File: src/rtl/direction_controller.sv
// -----------------------------------------------------------------------------
// direction_controller
//   Registered direction selector between the raw game push-buttons and the
//   movement/position logic. Each button is synchronised through SYNC_STAGES
//   flops. A clean single press updates the held 3-bit direction code.
//   Ambiguous presses (two or more buttons) and idle inputs leave it unchanged.
//   Once a direction has been taken, only reset returns the output to NONE.
//
//   Optional feature macro: NO_REVERSE_EN
//     When defined, a press opposite the current direction is ignored.
//     The opposite pairs are LEFT<->RIGHT and UP<->DOWN.
//     When undefined, every valid single press is accepted.
// -----------------------------------------------------------------------------
module direction_controller #(
  parameter int SYNC_STAGES = 2
) (
  input  logic       clk,
  input  logic       rst_n,
  input  logic       l,
  input  logic       r,
  input  logic       u,
  input  logic       d,
  output logic [2:0] direction
);

  typedef enum logic [2:0] {
    DIR_NONE  = 3'b000,
    DIR_LEFT  = 3'b001,
    DIR_RIGHT = 3'b010,
    DIR_UP    = 3'b011,
    DIR_DOWN  = 3'b100
  } dir_t;

  dir_t       dir_q;
  dir_t       dir_d;
  dir_t       pressed;
  logic       pressed_valid;
  logic [3:0] raw;
  logic [3:0] synced;

  // Button vector ordering used throughout: {left, right, up, down}.
  assign raw = {l, r, u, d};

  generate
    if (SYNC_STAGES == 0) begin : g_direct
      // No synchroniser: the buttons feed the decision logic directly.
      assign synced = raw;
    end else begin : g_sync
      logic [SYNC_STAGES-1:0][3:0] sync_q;

      // Metastability chain: stage 0 samples the pins, later stages shift it along.
      always_ff @(posedge clk or negedge rst_n) begin
        if (!rst_n) begin
          // NOTE: the sync chain is cleared on reset too, so a press caught
          // mid-pipeline when reset hits can never surface after release.
          sync_q <= '0;
        end else begin
          // NOTE: non-blocking assignments make every stage take the value its
          // predecessor held before this edge; blocking ones would collapse the chain.
          sync_q[0] <= raw;
          for (int i = 1; i < SYNC_STAGES; i++) begin
            sync_q[i] <= sync_q[i-1];
          end
        end
      end

      assign synced = sync_q[SYNC_STAGES-1];
    end
  endgenerate

`ifdef NO_REVERSE_EN
  // True when the candidate direction is a reversal of the current one.
  function automatic logic is_opposite(input dir_t cur, input dir_t cand);
    is_opposite = ((cur == DIR_LEFT)  && (cand == DIR_RIGHT)) ||
                  ((cur == DIR_RIGHT) && (cand == DIR_LEFT))  ||
                  ((cur == DIR_UP)    && (cand == DIR_DOWN))  ||
                  ((cur == DIR_DOWN)  && (cand == DIR_UP));
  endfunction
`endif

  // Decode the synced vector; only a one-hot pattern is a valid press.
  always_comb begin
    // NOTE: defaults first so every path assigns both outputs and no latch is inferred.
    pressed       = DIR_NONE;
    pressed_valid = 1'b0;
    case (synced)
      4'b1000: begin pressed = DIR_LEFT;  pressed_valid = 1'b1; end
      4'b0100: begin pressed = DIR_RIGHT; pressed_valid = 1'b1; end
      4'b0010: begin pressed = DIR_UP;    pressed_valid = 1'b1; end
      4'b0001: begin pressed = DIR_DOWN;  pressed_valid = 1'b1; end
      default: begin pressed = DIR_NONE;  pressed_valid = 1'b0; end
    endcase
  end

  // Next direction: hold unless a valid press is allowed to replace it.
  always_comb begin
    dir_d = dir_q;
    if (pressed_valid) begin
`ifdef NO_REVERSE_EN
      if (!is_opposite(dir_q, pressed)) begin
        dir_d = pressed;
      end
`else
      dir_d = pressed;
`endif
    end
  end

  // Direction register: cleared asynchronously, otherwise updated every edge.
  always_ff @(posedge clk or negedge rst_n) begin
    if (!rst_n) begin
      dir_q <= DIR_NONE;
    end else begin
      dir_q <= dir_d;
    end
  end

  assign direction = dir_q;

endmodule

File: config.mk
export PLATFORM = sky130hd
export DESIGN_NAME = direction_controller
export DESIGN_NICKNAME = d
export VERILOG_FILES = /design/src/rtl/direction_controller.sv
export SDC_FILE = /design/constraint.sdc
export NUM_CORES = 1
export LEC_CHECK = 0
export ABC_CLOCK_PERIOD_IN_PS = 2860
export CAP_MARGIN = 20
export CORE_AREA = 2 2 39 41
export DETAILED_ROUTE_END_ITERATION = 10
export DIE_AREA = 0 0 41 43
export GPL_TIMING_DRIVEN = 0
export PLACE_DENSITY = 0.48
export SLEW_MARGIN = 20
export SYNTH_ARGS = -nofsm -noshare
export SYNTH_HDL_FRONTEND = slang
export SYNTH_SLANG_ARGS = --single-unit
File: constraint.sdc
create_clock -name clk -period 2.86 [get_ports clk]
set_clock_uncertainty 0.2 [all_clocks]
set_input_delay 0.286 -clock clk [delete_from_list [all_inputs] [get_ports clk]]
set_output_delay 0.286 -clock clk [all_outputs]
set_load 0.02 [all_outputs]
**Word-level counts from Yosys, hierarchy flattened**

Index checks and enable logic that the tools add are counted.

- Output and inout port bits: 3
- Input bits: 6
- Logic and storage cells: 10
- Register bits after elaboration: 11

- Eq/ne operators: 4
- Muxes and demuxes: 2
- Reduce and logical (&&, ||, !) cells: 1

Operators with widths:

| operator | number |
|---|---|
| 3-bit one-hot mux with 4 select lines | 1 |
| 4-bit by 1-bit == test with 1-bit output, second input constant | 1 |
| 4-bit by 2-bit == test with 1-bit output, second input constant | 1 |
| 4-bit by 3-bit == test with 1-bit output, second input constant | 1 |
| 4-bit == test, second input constant | 1 |
| 4-bit OR reduction | 1 |
| 1-bit two-way mux | 1 |

**Depth between registers and ports, before layout**

- Depth after elaboration: 3
- Mapped depth: 3
- Mapped depth without buffers: 3

**Worst setup path before layout**

No wires, ideal clock.

- Kind: flip-flop to flip-flop
- Start: reg g_sync.sync_q (netlist bit synced[1])
- End: reg dir_q[1], in the netlist direction[1]
- Path slack: 1.592 ns
- Clock period less this slack: 1.268 ns
- Arrival: 0.937 ns
- Data required time: 2.529 ns
- Stages on the path, launching flop included: 4
- Library setup time: 0.131 ns
- Path buffers: 0
- Cells stage by stage: dfrtp_1 -> or3_1 -> nand2_1 -> a211oi_2

- Cells in the longest elaborated chain, start to end: 3
- Elaborated cells between the ends (all ways): 7
- Those cells by class: eq/ne: 4; mux: 2; reduce/logical: 1

RTL lines:

| what | line | source |
|---|---|---|
| from (decl) | 49 | `logic [SYNC_STAGES-1:0][3:0] sync_q;` |
| from (signal, indexed assignment) | 62 | `sync_q[i] <= sync_q[i-1];` |
| 4-bit by 1-bit == test with 1-bit output, or another cell as far along | 86 | `case (synced)` |
| 4-bit OR reduction (no source line) | n/a |  |
| 1-bit two-way mux | 86 |  |
| to (signal assigned) | 114 | `dir_q <= dir_d;` |
| to (decl) | 34 | `dir_t dir_q;` |

Parallel ways exist; a longest one is shown, timed or not.
A chain may end at the register's enable or synchronous reset.

**Final worst setup path**

- Start: reg dir_q[1], in the netlist direction[1]
- End: out direction[1]

RTL lines:

| what | line | source |
|---|---|---|
| to (decl) | 23 | `output logic [2:0] direction` |

No word-level cell between the ends.

==> impl_metrics.csv <==
group,metric,value,unit
grt,globalRouteTotalUtil,10.9,%
setup_path,crit_start,"direction[1]",
drt,drtPass1Iterations,2,
drt,ant_nets,0,
synth,synth_fp_nets,36,
setup_path,r2r-start,"synced[1]",
setup_path,required,2.37,ns
setup_path,ff2ff_path_depth,3,
timing,rsz0062_at_grt,"no",
setup_path,worstSetupStartpointType,"flip-flop",
setup_path,end_kind,"output pin",
synth,synth_common_cells,"dfrtp_1, nand2_1, nor2_1",
drt,wirelength,593,um
drt,drt_iter0_markers,4,
drt,routed_via_density,4.66,
synth,ys_seq_area_share,70.7,%
run,drv_cap,0,
timing,finalHoldViolations,0,
grt,grt_start_max_net_pins,12,
die,start_util,28.1,%
setup_path,rr_endpoint,"direction[1]",
die,rows,14,
setup_path,cpMaxStageDelayCell,"clkdlybuf4s50_1",
layout,nets,49,
synth,synth_edf_count,0,
layout,num_antenna_cells,0,
die,die_area,0.00176,sq mm
drt,dr_wl_met3,39,um
drt,wl_per_cell,10.2,um
outcome,status,"finished, final reports clean",
setup_path,endpoint,"direction[1]",
layout,fin_util,37.3,%
setup_path,cp_cell_sequence,"clkdlybuf4s50_1",
grt,grt_pass1_wl,1.21,mm
die,coreArea,0.00138,sq mm
drt,wl_met1,240,um
die,ios,9,
setup_path,cp_num_cells,1,
clock_tree,ctsResizeCount,0,
synth,synthesis.area,389,sq um
grt,antenna_found_initial,0,
power_and_ir_drop,vdd_ir_drop_max,0.000304,V
synth,syn_avg_cell_area,13.0,sq um
synth,synth_top_area_cell,"dfrtp_1",
synth,synth.yosys.warnings,0,
timing,fin_crit_sh,61.4,%
clock_tree,clk_pin_slew_worst_paths,0.07,ns
grt,grt-ovfl-total,0,
clock_tree,cts_buffers,3,
timing,drv_slew,0,
grt,grt_pass1_vias,283,
clock_tree,clk_latency,0.26,ns
drt,vias,270,
timing,tightest_slew,0.494,ns
synth,netlist.area_leader.share,70.7,%
drt,wl_met2,284,um
clock_tree,cts_tree,"built",
synth,synthCells,30,
clock_tree,h-tree-depth,1,
timing,maxSlewHeadroom,67.0,%
synth,async_flop_share,100,%
clock_tree,clockBufferDepth,2,
synth,synth_area_leaders,"dfrtp_1, a221oi_2, a211oi_2",
timing,finalSetupTns,0,ns
setup_path,crit_type,"flip-flop to output pin",
synth,ys.flop_type,"dfrtp_1",
synth,synthDistinctLibCells,14,
power_and_ir_drop,power_density,643,mW/mm^2
hold_path,holdCritPathClass,"input pin to async pin",
setup_path,crit_fanout,4,
synth,synth_seq_cells,11,
drt,drc,0,
clock_tree,cts_setup_buffers,0,
timing,finalCriticalPeriod,1.75,ns
setup_path,critical-path-top-delay-family,"buffers and inverters",
setup_path,critPathBufInv,1,
placed_design,portBuffers,8,
die,die_w,41,um
clock_tree,postCtsHoldBufs,0,
timing,max_freq,570,MHz
setup_path,arrival,1.27,ns
clock_tree,cts.sinks,11,
placed_design,gp_congestion,0.668,
clock_tree,cts_root_buffer,"clkbuf_4",
setup_path,slowest_delay,0.62,ns
power_and_ir_drop,power.leakage,0.215,nW
drt,top_layer,"met4",
layout,areaGrowthSynthToFinish,32.5,%
synth,yosysMostFrequentCell,"dfrtp_1",
layout,drive_gt1_share,11.9,%
die,dieHeight,43,um
timing,finalSetupViolations,0,
setup_path,r2r_setup_slack,1.53,ns
-- worst reg2reg max path, stage by stage (launching register included) --
cell,delay (ns)
dfrtp_1,0.44
or3_1,0.41
nand2_1,0.09
a211oi_2,0.07
-- report_power, final --
part / leakage, nW / switching (mW) / internal [mW]
Sequential: 0.131 / 0.0109 / 0.168
Clock: 0.0150 / 0.0493 / 0.0540
Combinational: 0.0693 / 0.0232 / 0.0259
-- registers in the layout (all words and copies together), names as in the netlist --
name           flops
direction          3
g_sync.sync_q      4
synced             4
-- worst min-delay path by stage --
stage	endpoint	cells after the start	startpoint	slack [ns]
finish	g_sync.sync_q[3]	1	rst_n	0.15
global route	g_sync.sync_q[1]	1	rst_n	0.18
CTS	synced[3]	0	g_sync.sync_q[3]	0.15
detailed placement	synced[0]	0	g_sync.sync_q[0]	0.13
global placement	synced[0]	0	g_sync.sync_q[0]	0.13
floorplan	direction[0]	0	rst_n	-0.21
-- cell usage in the layout (no fill, tap or decap), drive strengths merged --
cell type and count:
o21ai 3, nand2b 1, dfrtp 11, a211oi 2, maj3 1, clkbuf 4, nor3 1, nand2 3
a21oi 2, nor2 3, a221oi 1, or3 1, clkdlybuf4s50 8, inv 1
-- layout make-up --
class	instances	area [sq um]
Fill cell	142	868
Sequential cell	11	275
Multi-Input combinational cell	18	110
Timing Repair Buffer	8	80.1
Clock buffer	4	26.3
Tap cell	16	20.0
Inverter	1	3.75
-- logic make-up after synthesis --
kind of cell	count (synthesis)	share of synthesized area [%]
adder cells (fa/ha/maj)	1	2.57
AND/OR/NAND/NOR	9	10.3
buffers and inverters	1	0.964
AO/OA/AOI/OAI	8	15.4
flip-flops	11	70.7
-- stage by stage --
step           hold slack (ns)  power (mW)  cell area, sq um  setup WS, ns  std cells
2_1_floorplan           -0.210       0.204               389          1.59         30
3_3_place_gp             0.131       0.230               489          1.39         54
3_5_place_dp             0.135       0.232               489          1.39         54
4_1_cts                  0.150       0.338               515          1.09         58
5_1_grt                  0.176       0.354               515          1.03         58
6_report                 0.148       0.331               515          1.11         58
-- routing by layer --
| metal | up-vias | track usage [%] |
|---|---|---|
| met5 | - | 0 |
| met4 | 0 | 10.0 |
| met3 | 4 | 4.71 |
| met2 | 9 | 14.7 |
| met1 | 128 | 12.2 |
| li1 | 129 | - |
Note: power is estimated with default switching activity, not from simulation.
